$ cat config.mk
export PLATFORM = sky130hd
export DESIGN_NAME = au_cmd_driver
export DESIGN_NICKNAME = d
export VERILOG_FILES = /design/src/rtl/au_cmd_driver_pkg.sv /design/src/rtl/au_cmd_driver_au.sv /design/src/rtl/au_cmd_driver.sv
export SDC_FILE = /design/constraint.sdc
export NUM_CORES = 1
export LEC_CHECK = 0
export BUFFER_PORTS_ARGS = -buffer_cell sky130_fd_sc_hd__clkbuf_2
export CORE_UTILIZATION = 54
export DETAILED_ROUTE_END_ITERATION = 12
export GPL_TIMING_DRIVEN = 0
export PLACE_DENSITY = 0.76
export SLEW_MARGIN = 10
export SYNTH_ARGS = -nofsm -noshare
export SYNTH_HDL_FRONTEND = slang
export SYNTH_SLANG_ARGS = --single-unit
$ cat constraint.sdc
create_clock -name clk -period 2.75 [get_ports clk]
set_clock_uncertainty 0.1 [all_clocks]
set_input_delay 0 -clock clk [delete_from_list [all_inputs] [get_ports clk]]
set_output_delay 0 -clock clk [all_outputs]
set_load 0.02 [all_outputs]
$ cat src/rtl/au_cmd_driver_pkg.sv
// rtl/au_cmd_driver_pkg.sv - shared op encodings, FSM state type and queue entry layout
package au_cmd_driver_pkg;

    localparam int TAG_W = 2;

    localparam logic [1:0] OP_ADD = 2'b00;
    localparam logic [1:0] OP_SUB = 2'b01;
    localparam logic [1:0] OP_CMP = 2'b10;
    localparam logic [1:0] OP_ABS = 2'b11;

    typedef enum logic [1:0] {
        ST_IDLE = 2'd0,
        ST_EXEC = 2'd1,
        ST_RESP = 2'd2
    } state_t;

    typedef struct packed {
        logic [7:0]       a;
        logic [7:0]       b;
        logic [1:0]       op;
        logic [TAG_W-1:0] tag;
    } cmd_entry_t;

endpackage

$ cat src/rtl/au_cmd_driver_au.sv
// rtl/au_cmd_driver_au.sv - combinational 8-bit signed arithmetic unit with flags
module au_cmd_driver_au
    import au_cmd_driver_pkg::*;
(
    input  logic [7:0] i_a,
    input  logic [7:0] i_b,
    input  logic [1:0] i_op,
    output logic [7:0] o_result,
    output logic       o_overflow,
    output logic       o_zero,
    output logic       o_negative
);

    logic [8:0] w_sum;
    logic [8:0] w_diff;
    logic [8:0] w_abs;
    logic [7:0] w_result;
    logic       w_overflow;

    // Nine-bit sign-extended sum/difference so overflow and |a-b| are exact
    always_comb begin
        w_sum      = {i_a[7], i_a} + {i_b[7], i_b};
        w_diff     = {i_a[7], i_a} - {i_b[7], i_b};
        w_abs      = w_diff[8] ? (9'd0 - w_diff) : w_diff;
        w_result   = 8'd0;
        w_overflow = 1'b0;
        case (i_op)
            OP_ADD: begin
                w_result   = w_sum[7:0];
                w_overflow = w_sum[8] ^ w_sum[7];
            end
            OP_SUB: begin
                w_result   = w_diff[7:0];
                w_overflow = w_diff[8] ^ w_diff[7];
            end
            OP_CMP: begin
                // Three-way compare: -1 below, 0 equal, +1 above
                if ($signed(i_a) < $signed(i_b)) begin
                    w_result = 8'hFF;
                end else if (i_a == i_b) begin
                    w_result = 8'h00;
                end else begin
                    w_result = 8'h01;
                end
            end
            default: begin
                // |a-b| is non-negative; anything above 127 does not fit
                w_result   = w_abs[7:0];
                w_overflow = w_abs[8] | w_abs[7];
            end
        endcase
    end

    assign o_result   = w_result;
    assign o_overflow = w_overflow;
    assign o_zero     = (w_result == 8'd0);
    assign o_negative = w_result[7];

endmodule

$ cat src/rtl/au_cmd_driver.sv
// rtl/au_cmd_driver.sv - command FIFO and sequencer feeding one arithmetic unit
module au_cmd_driver
    import au_cmd_driver_pkg::*;
#(
    parameter int DEPTH = 4
) (
    input  logic             clk,
    input  logic             rst,
    input  logic             cmd_valid,
    output logic             cmd_ready,
    input  logic [7:0]       cmd_a,
    input  logic [7:0]       cmd_b,
    input  logic [1:0]       cmd_op,
    output logic             rsp_valid,
    input  logic             rsp_ready,
    output logic [7:0]       rsp_result,
    output logic             rsp_overflow,
    output logic             rsp_zero,
    output logic             rsp_negative,
    output logic [TAG_W-1:0] rsp_tag,
    output logic [7:0]       ovf_count,
    output logic             busy
);

    localparam int AW = (DEPTH > 1) ? $clog2(DEPTH) : 1;

    cmd_entry_t       r_mem [DEPTH];
    logic [AW-1:0]    r_wr_ptr;
    logic [AW-1:0]    r_rd_ptr;
    logic [AW:0]      r_count;
    logic [TAG_W-1:0] r_tag;

    state_t           r_state;
    logic [7:0]       r_op_a;
    logic [7:0]       r_op_b;
    logic [1:0]       r_op_code;
    logic [TAG_W-1:0] r_op_tag;

    logic             r_rsp_valid;
    logic [7:0]       r_rsp_result;
    logic             r_rsp_overflow;
    logic             r_rsp_zero;
    logic             r_rsp_negative;
    logic [TAG_W-1:0] r_rsp_tag;
    logic [7:0]       r_ovf_count;

    logic             w_full;
    logic             w_empty;
    logic             w_push;
    logic             w_pop;
    cmd_entry_t       w_head;
    logic [7:0]       w_au_result;
    logic             w_au_overflow;
    logic             w_au_zero;
    logic             w_au_negative;

    assign w_full  = (r_count == (AW+1)'(DEPTH));
    assign w_empty = (r_count == '0);
    assign w_push  = cmd_valid && !w_full;
    // The head leaves the FIFO whenever the sequencer is free to take it
    assign w_pop   = !w_empty && ((r_state == ST_IDLE) || ((r_state == ST_RESP) && rsp_ready));
    assign w_head  = r_mem[r_rd_ptr];

    // Entry storage; contents are don't-care while the slot is empty, so no reset
    always_ff @(posedge clk) begin
        if (w_push) begin
            r_mem[r_wr_ptr] <= '{a: cmd_a, b: cmd_b, op: cmd_op, tag: r_tag};
        end
    end

    // FIFO pointers, occupancy and the sequence tag given to each accepted command
    always_ff @(posedge clk or posedge rst) begin
        if (rst) begin
            r_wr_ptr <= '0;
            r_rd_ptr <= '0;
            r_count  <= '0;
            r_tag    <= '0;
        end else begin
            if (w_push) begin
                r_wr_ptr <= r_wr_ptr + 1'b1;
                r_tag    <= r_tag + 1'b1;
            end
            if (w_pop) begin
                r_rd_ptr <= r_rd_ptr + 1'b1;
            end
            if (w_push && !w_pop) begin
                r_count <= r_count + 1'b1;
            end else if (!w_push && w_pop) begin
                r_count <= r_count - 1'b1;
            end
        end
    end

    au_cmd_driver_au u_au (
        .i_a        (r_op_a),
        .i_b        (r_op_b),
        .i_op       (r_op_code),
        .o_result   (w_au_result),
        .o_overflow (w_au_overflow),
        .o_zero     (w_au_zero),
        .o_negative (w_au_negative)
    );

    // Sequencer: load operands, capture the unit's outputs, hold until consumed
    always_ff @(posedge clk or posedge rst) begin
        if (rst) begin
            r_state        <= ST_IDLE;
            r_op_a         <= '0;
            r_op_b         <= '0;
            r_op_code      <= '0;
            r_op_tag       <= '0;
            r_rsp_valid    <= 1'b0;
            r_rsp_result   <= '0;
            r_rsp_overflow <= 1'b0;
            r_rsp_zero     <= 1'b0;
            r_rsp_negative <= 1'b0;
            r_rsp_tag      <= '0;
            r_ovf_count    <= '0;
        end else begin
            case (r_state)
                ST_IDLE: begin
                    if (w_pop) begin
                        r_op_a    <= w_head.a;
                        r_op_b    <= w_head.b;
                        r_op_code <= w_head.op;
                        r_op_tag  <= w_head.tag;
                        r_state   <= ST_EXEC;
                    end
                end
                ST_EXEC: begin
                    r_rsp_result   <= w_au_result;
                    r_rsp_overflow <= w_au_overflow;
                    r_rsp_zero     <= w_au_zero;
                    r_rsp_negative <= w_au_negative;
                    r_rsp_tag      <= r_op_tag;
                    r_rsp_valid    <= 1'b1;
                    if (w_au_overflow && (r_ovf_count != 8'hFF)) begin
                        r_ovf_count <= r_ovf_count + 8'd1;
                    end
                    r_state <= ST_RESP;
                end
                ST_RESP: begin
                    if (rsp_ready) begin
                        r_rsp_valid <= 1'b0;
                        if (w_pop) begin
                            r_op_a    <= w_head.a;
                            r_op_b    <= w_head.b;
                            r_op_code <= w_head.op;
                            r_op_tag  <= w_head.tag;
                            r_state   <= ST_EXEC;
                        end else begin
                            r_state <= ST_IDLE;
                        end
                    end
                end
                default: begin
                    r_state <= ST_IDLE;
                end
            endcase
        end
    end

    assign cmd_ready    = !w_full;
    assign rsp_valid    = r_rsp_valid;
    assign rsp_result   = r_rsp_result;
    assign rsp_overflow = r_rsp_overflow;
    assign rsp_zero     = r_rsp_zero;
    assign rsp_negative = r_rsp_negative;
    assign rsp_tag      = r_rsp_tag;
    assign ovf_count    = r_ovf_count;
    assign busy         = !w_empty || (r_state != ST_IDLE);

endmodule
==> results.tsv, run 1 <==
stage	metric	value	unit
floorplan	fp.dieArea	12000	um^2
yosys	synth_simple_gate_area_share	0.0803	
yosys	most_used_dff_post_synth	sky130_fd_sc_hd__edfxtp_1	
cells_and_area	final_net_count	617	
worst_setup_path	startpoint_type	register	
clocking	cts_root_buffer	sky130_fd_sc_hd__clkbuf_16	
yosys	largest_family_of_logic_cells_by_synthesized_area	multiplexers	
clocking	cts_buffers	17	
global_route	grt_start_max_net_pins	32	
floorplan	die_height	110	um
run_status	outcome	finished, violations left	
floorplan	coreArea	11100	um^2
yosys	mappedNetlistNets	501	
worst_setup_path	crit_type	register to register	
yosys	syn-instance-count	453	
sta	max_clock_freq	323	MHz
cells_and_area	most-common-layout-cells	sky130_fd_sc_hd__edfxtp_1 (80), sky130_fd_sc_hd__dfrtp_1 (51), sky130_fd_sc_hd__clkbuf_2 (46), sky130_fd_sc_hd__nand2_1 (39), sky130_fd_sc_hd__buf_4 (25)	
worst_setup_path	critPathMaxStageDelay	0.48	ns
yosys	synth_adder_area_share	0.0557	
drt	final_antenna_net_count	0	
worst_setup_path	path_max_fanout	6	
placed_design	weighted_congestion_at_the_end_of_routability_driven_global_placement	0.858	
clocking	clock_path_buffers	2	
drt	via_count	4221	
yosys	netlist-cell-type-count	65	
worst_setup_path	worst-path-buf-inv	2	
sta	tightest_slew	1.13	ns
yosys	synth.yosys.warnings	0	
worst_setup_path	timing.critical_path.slowest_stage_cell	sky130_fd_sc_hd__a2111oi_4	
sta	rsz0062_at_grt	true	
floorplan	rows	38	
floorplan	ios	46	
drt	wl_per_cell	19.1	um
placed_design	place.port_buffers	45	
run	drv_cap	0	
sta	timing.final.max_slew_violations	0	
run_status	failing_checks	setup timing	
global_route	overflow	0	
drt	drt_pass1_iterations	4	
yosys	synth_compound_gate_area_share	0.0979	
clocking	clock_sink_count	132	
yosys	synth_area	6250	um^2
yosys	muxShareOfSynthArea	0.105	
sta	finalWorstSetupSlack	-0.342	ns
yosys	syn_avg_cell_area	13.8	um^2
clocking	cts_tree	built	
sta	setup_viol	11	
worst_setup_path	crit_path_end_kind	register	
sta	finalSetupTns	-2.49	ns
yosys	synth_async_sr_flop_share	0.394	
drt	routed_wirelength	13800	um
global_route	first_global_vias	4136	
cells_and_area	antenna_cells_inserted	0	
cells_and_area	area_delta_synth_final	27.9	%
drt	drt-vias-per-instance	5.85	
floorplan	start_util	0.564	
clocking	clk-insertion-delay-late	0.42	ns
sta	finalCriticalPeriod	3.09	ns
hold_path	min_path_type	input port to register	
drt	remaining_drc_errors	0	
drt	drt-initial-drc-count	302	
cells_and_area	layout.cells.most_common	sky130_fd_sc_hd__edfxtp_1	
clocking	clkSlewWorstSetupHoldPaths	0.06	ns
sta	period_share	1.12	
yosys	ys_ff_latch	132	
global_route	global_route.usage.total	0.243	
sta	worst_slew_margin_rel	0.244	
yosys	yosysSeqAreaShare	0.593	
clocking	htree_levels	4	
global_route	grt_pass1_wl	21000	um
cells_and_area	proportion_of_layout_cells_with_a_drive_suffix_above_1	0.338	
yosys	synth_edf_count	80	
worst_setup_path	critPathArrivalTime	3.30	ns
worst_setup_path	cpLargestDelayFamily	compound AO/OA/AOI/OAI gates	
worst_setup_path	cp.required	2.95	ns
worst_setup_path	crit_path_cell_trace	ha_4 -> buf_6 -> nor2_4 -> a2111oi_4 -> o21ai_2 -> a2111oi_4 -> a211o_1 -> a31oi_4 -> buf_6 -> o21ai_4 -> mux2_4	
global_route	antenna_violations_before_repair	0	
yosys	synth-xor-area-share	0.0407	
floorplan	die_w	110	um
placed_design	final_hpwl_from_detailed_placement	8230	um
sta	timing.final.hold_violations	0	
-- tightest hold or removal path, stage by stage --
cell                       delay, ns
sky130_fd_sc_hd__clkbuf_2       0.10
sky130_fd_sc_hd__and2_0         0.13
sky130_fd_sc_hd__clkbuf_1       0.18
sky130_fd_sc_hd__xor2_1         0.15
-- routing by layer --
metal | vias up | share of wire | track usage | wire length, um
li1 | 1919 | - | - | -
met3 | 28 | 0.051 | 0.0605 | 706
met1 | 2114 | 0.43 | 0.301 | 5880
met2 | 160 | 0.50 | 0.397 | 6950
met5 | - | 0 | 0 | 0
met4 | 0 | 0.021 | 0.123 | 291
-- flip-flops by register name (all words and copies together) (netlist names), 3 cells and up --
register    flops
r_mem          80
ovf_count       8
r_op_a          8
r_op_b          8
rsp_result      8
r_count         3
-- timing repair --
| action | CTS | global route |
|---|---|---|
| hold buffers | 20 | 0 |
| endpoints found under the setup margin | 22 | 19 |
| gates resized for setup | 29 | 26 |
| pin swaps | 24 | 16 |
| buffers inserted | 22 | 13 |
| endpoints found under the hold margin | 104 | 0 |
-- metrics by stage --
stage | std cells | instance area, um^2 | setup WS, ns | util | hold WS, ns
finish | 722 | 7990 | -0.342 | 0.721 | 0.0864
global route | 722 | 7990 | -0.427 | 0.721 | 0.136
CTS | 712 | 7790 | -0.290 | 0.704 | 0.0717
detailed placement | 639 | 6710 | -0.482 | 0.606 | 0.0314
global placement | 638 | 6680 | -0.453 | 0.603 | 0.114
floorplan | 453 | 6280 | -0.138 | - | -0.00113
-- cell usage after synthesis, drive strengths merged (3+ instances only) --
cell      n  area [um^2]
nand2b    7         43.8
buf       6         36.3
nand3     3         15.0
mux2     15          173
dfrtp    52         1300
nor2     21         88.8
nand2    40          150
clkbuf   10         37.5
o211ai    6         45.0
fa        3         60.1
xnor2    21          184
edfxtp   80         2400
inv      27          101
nor3      5         25.0
o21ai    26          138
mux2i     3         30.0
mux4     20          450
and3     10         62.6
a21oi    13         65.1
o22ai     3         18.8
a211oi    3         27.5
xor2      8         70.1
nand4     3         18.8
a2111oi   3         70.1
a31oi     4         40.0
ha       23          288
o31ai     7         52.6
-- cells by family after synthesis --
family,count (synthesis)
xor+xnor,29
simple gates,103
compound gates,82
flops,132
fa+ha+maj,26
mux,38
buf+inv,43
-- worst paths after layout --
kind	start	end	slack (ns)	cells past startpoint
worst max register to register	r_op_a[2]	ovf_count[1]	-0.34	11
worst min register to register	rsp_result[6]	rsp_result[6]	0.38	2
max in group asynchronous	rst	r_op_a[1]	1.86	4
worst min-delay path	cmd_valid	r_tag[0]	0.09	4
min in group asynchronous	rst	ovf_count[5]	0.13	3
worst max-delay path	r_op_a[2]	ovf_count[1]	-0.34	11
-- area by class of cell --
type	instances	area (um^2)
repair buffers	97	712
well taps	140	175
clock inverters	15	169
plain buffers	16	81.3
clock buffers	17	425
inverters	27	109
fillers	689	3090
multi-input cells	278	2610
flip-flops and latches	132	3700
Power of run 1 is left out: the tool's default activity adds up to more than one toggle a clock period on the data nets, which glitch-free logic cannot reach.
==> run 2: changes to the inputs <==
--- a/config.mk
+++ b/config.mk
@@ -10,6 +10,7 @@
 export DETAILED_ROUTE_END_ITERATION = 12
 export GPL_TIMING_DRIVEN = 0
 export PLACE_DENSITY = 0.76
+export SETUP_SLACK_MARGIN = 0.4
 export SLEW_MARGIN = 10
 export SYNTH_ARGS = -nofsm -noshare
 export SYNTH_HDL_FRONTEND = slang
==> results.tsv, run 2 (synthesis results as in run 1) <==
stage	metric	value	unit	change
run_status	outcome	finished, violations left		unchanged
run_status	failing_checks	setup timing		unchanged
cells_and_area	area_delta_synth_final	28.0	%	was 27.9%
clocking	clkSlewWorstSetupHoldPaths	0.06	ns	about the same
cells_and_area	proportion_of_layout_cells_with_a_drive_suffix_above_1	0.351		was 0.338
sta	tightest_slew	1.12	ns	was 1.13 ns
floorplan	start_util	0.564		unchanged
floorplan	coreArea	11100	um^2	unchanged
worst_setup_path	cp.required	2.95	ns	about the same
clocking	clk-insertion-delay-late	0.42	ns	about the same
clocking	cts_root_buffer	sky130_fd_sc_hd__clkbuf_16		unchanged
clocking	cts_buffers	17		unchanged
global_route	overflow	0		unchanged
worst_setup_path	cpLargestDelayFamily	compound AO/OA/AOI/OAI gates		unchanged
sta	max_clock_freq	323	MHz	about the same
cells_and_area	final_net_count	625		was 617
global_route	antenna_violations_before_repair	0		unchanged
drt	remaining_drc_errors	0		unchanged
floorplan	rows	38		unchanged
run	drv_cap	0		unchanged
global_route	grt_pass1_wl	22200	um	was 21000 um
global_route	grt_start_max_net_pins	28		was 32
worst_setup_path	startpoint_type	register		unchanged
clocking	clock_path_buffers	2		unchanged
cells_and_area	antenna_cells_inserted	0		unchanged
drt	final_antenna_net_count	0		unchanged
drt	routed_wirelength	13900	um	was 13800 um
floorplan	die_w	110	um	unchanged
sta	rsz0062_at_grt	true		unchanged
sta	worst_slew_margin_rel	0.252		was 0.244
hold_path	min_path_type	input port to register		unchanged
drt	drt-initial-drc-count	237		was 302
clocking	clock_sink_count	132		unchanged
floorplan	ios	46		unchanged
worst_setup_path	crit_type	register to register		unchanged
cells_and_area	fill_cells	716		was 689
global_route	first_global_vias	4339		was 4136
floorplan	die_height	110	um	unchanged
cells_and_area	top_register	r_mem		unchanged
worst_setup_path	path_common_cell	sky130_fd_sc_hd__inv_2		
drt	drt_pass1_iterations	4		unchanged
worst_setup_path	path_max_fanout	5		was 6
worst_setup_path	critPathArrivalTime	3.30	ns	about the same
worst_setup_path	worst-path-buf-inv	3		was 2
cells_and_area	multiInputGateArea	2570	um^2	was 2610 um^2
sta	finalWorstSetupSlack	-0.350	ns	was -0.342 ns
drt	via_count	4135		was 4221
placed_design	weighted_congestion_at_the_end_of_routability_driven_global_placement	0.883		was 0.858
cells_and_area	most-common-layout-cells	sky130_fd_sc_hd__edfxtp_1 (80), sky130_fd_sc_hd__dfrtp_1 (49), sky130_fd_sc_hd__clkbuf_2 (47), sky130_fd_sc_hd__nand2_1 (40), sky130_fd_sc_hd__buf_4 (35)		was sky130_fd_sc_hd__edfxtp_1 (80), sky130_fd_sc_hd__dfrtp_1 (51), sky130_fd_sc_hd__clkbuf_2 (46), sky130_fd_sc_hd__nand2_1 (39), sky130_fd_sc_hd__buf_4 (25)
sta	period_share	1.13		was 1.12
sta	timing.final.max_slew_violations	0		unchanged
worst_setup_path	crit_path_end_kind	register		unchanged
global_route	global_route.usage.total	0.257		was 0.243
cells_and_area	layout.cells.most_common	sky130_fd_sc_hd__edfxtp_1		unchanged
cells_and_area	largest_reg_flops	80		unchanged
cells_and_area	area.sequential	3710	um^2	was 3700 um^2
worst_setup_path	critPathMaxStageDelay	0.39	ns	was 0.48 ns
sta	setup_viol	13		was 11
sta	finalCriticalPeriod	3.10	ns	was 3.09 ns
drt	drt-vias-per-instance	5.66		was 5.85
worst_setup_path	r2r_setup_slack	-0.35	ns	was -0.34 ns
worst_setup_path	timing.critical_path.slowest_stage_cell	sky130_fd_sc_hd__dfrtp_1		was sky130_fd_sc_hd__a2111oi_4
floorplan	fp.dieArea	12000	um^2	unchanged
clocking	htree_levels	4		unchanged
drt	wl_per_cell	19.0	um	was 19.1 um
placed_design	place_worst_setup_slack	-0.443	ns	was -0.482 ns
placed_design	final_hpwl_from_detailed_placement	8500	um	was 8230 um
worst_setup_path	crit_path_cell_trace	inv_2 -> ha_4 -> inv_2 -> fa_2 -> a211oi_2 -> or2_4 -> xnor2_4 -> a2111oi_4 -> a211o_1 -> a31oi_4 -> buf_6 -> o2111ai_1 -> xnor2_1		was ha_4 -> buf_6 -> nor2_4 -> a2111oi_4 -> o21ai_2 -> a2111oi_4 -> a211o_1 -> a31oi_4 -> buf_6 -> o21ai_4 -> mux2_4
clocking	cts_tree	built		unchanged
sta	timing.final.hold_violations	0		unchanged
placed_design	place.port_buffers	45		unchanged
==> run 2: area by class of cell <==
class                   count  share of cell area
inverters                  27              0.0133
well taps                 140              0.0219
repair buffers            105              0.0947
clock buffers              18              0.0549
flip-flops and latches    132               0.464
plain buffers              16              0.0116
multi-input cells         278               0.322
clock inverters            14              0.0178
==> run 2: path summary, 6_finish.rpt <==
| kind | startpoint | to | cells past startpoint |
|---|---|---|---|
| hold reg to reg | rsp_result[6] | rsp_result[6] | 2 |
| setup reg to reg | r_op_a[0] | ovf_count[6] | 13 |
| max in group asynchronous | rst | rsp_result[5] | 4 |
| setup / recovery | r_op_a[0] | ovf_count[6] | 13 |
| hold / removal | cmd_valid | r_tag[0] | 4 |
| min in group asynchronous | rst | r_op_a[2] | 3 |
==> run 2: per-layer routing <==
layer	wire [um]	track usage
met1	5800	0.315
met2	7260	0.442
met3	558	0.0605
met4	250	0.100
met5	0	0
==> run 2: what timing repair did <==
item | CTS | global route
endpoints found under the hold margin | 126 | 0
setup buffers | 26 | 13
hold buffers | 20 | 0
gates resized for setup | 22 | 31
pin swaps | 24 | 23
endpoints found under the setup margin | 20 | 29
==> run 2: per-stage QoR <==
stage	hold slack, ns	util	setup TNS (ns)	std cells	instance area, um^2
2_1_floorplan	-0.00113	-	-0.411	453	6300
3_3_place_gp	0.114	0.605	-3.54	638	6700
3_5_place_dp	-0.0179	0.607	-3.72	639	6720
4_1_cts	0.0107	0.703	-2.38	717	7790
5_1_grt	0.0523	0.722	-5.12	730	8000
6_report	0.0307	0.722	-3.49	730	8000
==> run 2: tightest hold or removal path, stage by stage <==
cell and delay (ns):
sky130_fd_sc_hd__clkbuf_2 0.11, sky130_fd_sc_hd__and2_0 0.12, sky130_fd_sc_hd__clkbuf_2 0.19, sky130_fd_sc_hd__xor2_1 0.08
Power of run 2 is left out for the same reason.
==> run 3: changes to the inputs <==
--- a/config.mk
+++ b/config.mk
@@ -6,9 +6,11 @@
 export NUM_CORES = 1
 export LEC_CHECK = 0
 export BUFFER_PORTS_ARGS = -buffer_cell sky130_fd_sc_hd__clkbuf_2
+export CAP_MARGIN = 30
 export CORE_UTILIZATION = 54
 export DETAILED_ROUTE_END_ITERATION = 12
 export GPL_TIMING_DRIVEN = 0
+export HOLD_SLACK_MARGIN = 0.06
 export PLACE_DENSITY = 0.76
 export SETUP_SLACK_MARGIN = 0.4
 export SLEW_MARGIN = 10
==> results.tsv, run 3 (synthesis results as in run 1) <==
stage	metric	value	unit	change
run_status	outcome	finished, violations left		unchanged
run_status	failing_checks	setup timing		unchanged
worst_setup_path	critPathArrivalTime	3.28	ns	was 3.30 ns
worst_setup_path	crit_path_cell_trace	inv_2 -> ha_4 -> inv_2 -> fa_2 -> a211oi_4 -> or2_4 -> xnor2_4 -> a2111oi_4 -> a211o_1 -> a31oi_4 -> buf_6 -> o2111ai_1 -> xnor2_1		was inv_2 -> ha_4 -> inv_2 -> fa_2 -> a211oi_2 -> or2_4 -> xnor2_4 -> a2111oi_4 -> a211o_1 -> a31oi_4 -> buf_6 -> o2111ai_1 -> xnor2_1
global_route	first_global_vias	4267		was 4339
worst_setup_path	path_common_cell	sky130_fd_sc_hd__inv_2		unchanged
worst_setup_path	timing.critical_path.slowest_stage_cell	sky130_fd_sc_hd__dfrtp_1		unchanged
global_route	global_route.usage.total	0.256		was 0.257
clocking	clk-insertion-delay-late	0.42	ns	about the same
worst_setup_path	reg2regPathDepth	13		unchanged
global_route	overflow	0		unchanged
worst_setup_path	cp.required	2.95	ns	about the same
drt	drt-initial-drc-count	349		was 237
sta	worst_slew_margin_rel	0.437		was 0.252
cells_and_area	most-common-layout-cells	sky130_fd_sc_hd__edfxtp_1 (80), sky130_fd_sc_hd__dfrtp_1 (49), sky130_fd_sc_hd__clkbuf_2 (45), sky130_fd_sc_hd__nand2_1 (39), sky130_fd_sc_hd__buf_4 (39)		was sky130_fd_sc_hd__edfxtp_1 (80), sky130_fd_sc_hd__dfrtp_1 (49), sky130_fd_sc_hd__clkbuf_2 (47), sky130_fd_sc_hd__nand2_1 (40), sky130_fd_sc_hd__buf_4 (35)
worst_setup_path	crit_path_end_kind	register		unchanged
drt	final_antenna_net_count	0		unchanged
worst_setup_path	startpoint_type	register		unchanged
floorplan	start_util	0.564		unchanged
sta	rsz0062_at_grt	true		unchanged
sta	finalCriticalPeriod	3.08	ns	was 3.10 ns
floorplan	die_w	110	um	unchanged
worst_setup_path	critPathMaxStageDelay	0.40	ns	was 0.39 ns
cells_and_area	largest_reg_flops	80		unchanged
floorplan	ios	46		unchanged
run	drv_cap	0		unchanged
worst_setup_path	path_max_fanout	5		unchanged
floorplan	fp.dieArea	12000	um^2	unchanged
cells_and_area	proportion_of_layout_cells_with_a_drive_suffix_above_1	0.388		was 0.351
placed_design	final_hpwl_from_detailed_placement	8810	um	was 8500 um
clocking	clock_sink_count	132		unchanged
sta	finalWorstSetupSlack	-0.328	ns	was -0.350 ns
clocking	cts_root_buffer	sky130_fd_sc_hd__clkbuf_16		unchanged
hold_path	min_path_type	input port to async pin		was input port to register
placed_design	weighted_congestion_at_the_end_of_routability_driven_global_placement	0.883		unchanged
sta	timing.final.hold_violations	0		unchanged
clocking	cts_buffers	17		unchanged
cells_and_area	top_register	r_mem		unchanged
worst_setup_path	crit_type	register to register		unchanged
clocking	htree_levels	4		unchanged
cells_and_area	layout.cells.most_common	sky130_fd_sc_hd__edfxtp_1		unchanged
worst_setup_path	startpoint_of_the_lowest_slack_register_to_register_path	r_op_a[0]		unchanged
sta	max_clock_freq	325	MHz	was 323 MHz
cells_and_area	antenna_cells_inserted	0		unchanged
global_route	grt_pass1_wl	22100	um	was 22200 um
drt	via_count	4288		was 4135
drt	remaining_drc_errors	0		unchanged
drt	wl_per_cell	19.7	um	was 19.0 um
floorplan	coreArea	11100	um^2	unchanged
placed_design	place.port_buffers	45		unchanged
worst_setup_path	r2r_setup_slack	-0.33	ns	was -0.35 ns
floorplan	die_height	110	um	unchanged
floorplan	rows	38		unchanged
clocking	clkSlewWorstSetupHoldPaths	0.06	ns	about the same
drt	drt-vias-per-instance	5.77		was 5.66
placed_design	place_worst_setup_slack	-0.464	ns	was -0.443 ns
worst_setup_path	regToRegEndpoint	ovf_count[6]		unchanged
sta	setup_viol	12		was 13
clocking	cts_tree	built		unchanged
drt	routed_wirelength	14600	um	was 13900 um
sta	tightest_slew	0.845	ns	was 1.12 ns
cells_and_area	area_delta_synth_final	32.9	%	was 28.0%
sta	finalSetupTns	-2.92	ns	was -3.49 ns
sta	timing.final.max_slew_violations	0		unchanged
global_route	antenna_violations_before_repair	0		unchanged
global_route	grt_start_max_net_pins	28		unchanged
sta	period_share	1.12		was 1.13
cells_and_area	final_net_count	638		was 625
clocking	clock_path_buffers	2		unchanged
drt	drt_pass1_iterations	5		was 4
sta	hold_ws	0.0895	ns	was 0.0307 ns
cells_and_area	layout.core_utilization	0.749		was 0.722
[run 3: worst max path at each step]
stage                          from      endpoint  slack [ns]  depth (start not counted)
after floorplan           r_op_a[0]  ovf_count[1]       -0.14                         12
after global placement    r_op_a[3]  ovf_count[1]       -0.43                          9
after detailed placement  r_op_b[1]  ovf_count[1]       -0.46                         10
after CTS                 r_op_b[2]  ovf_count[1]       -0.29                         12
after global routing      r_op_a[2]  ovf_count[6]       -0.45                         12
final                     r_op_a[0]  ovf_count[6]       -0.33                         13
[run 3: area by class of cell]
| class | count | area, um^2 |
|---|---|---|
| Buffer | 16 | 95.1 |
| Inverter | 27 | 106 |
| Clock inverter | 15 | 174 |
| Fill cell | 636 | 2780 |
| Clock buffer | 17 | 425 |
| Multi-Input combinational cell | 278 | 2720 |
| Tap cell | 140 | 175 |
| Timing Repair Buffer | 118 | 902 |
| Sequential cell | 132 | 3710 |
[run 3: timing repair]
action	4_1_cts	5_1_grt
endpoints found under the hold margin	127	3
cloned	0	0
pin swaps	28	27
resized for setup	26	56
setup buffers	26	20
hold buffers	20	1
setup endpoints to repair	20	19
[run 3: per-stage QoR]
step | instances | instance area, um^2
3_3_place_gp | 638 | 6700
2_1_floorplan | 453 | 6300
6_report | 743 | 8300
5_1_grt | 743 | 8300
4_1_cts | 721 | 7890
3_5_place_dp | 643 | 6780
[run 3: critical path: cells and delay by family, from the launching register on]
family,cells,cell delay (ns)
AND/OR/NAND/NOR,1,0.21
flip-flops,1,0.40
adder cells (fa/ha/maj),2,0.53
AO/OA/AOI/OAI,5,1.09
buffers and inverters,3,0.28
XOR/XNOR,2,0.33
[run 3: per-layer routing]
layer,part of all wire,GRT usage,wire (um),vias to the layer above
met2,0.53,0.447,7750,151
met1,0.41,0.307,5930,2151
met5,0,0,0,-
met3,0.046,0.0717,668,25
met4,0.019,0.0810,272,0
li1,-,-,-,1961
Power of run 3 is left out for the same reason.
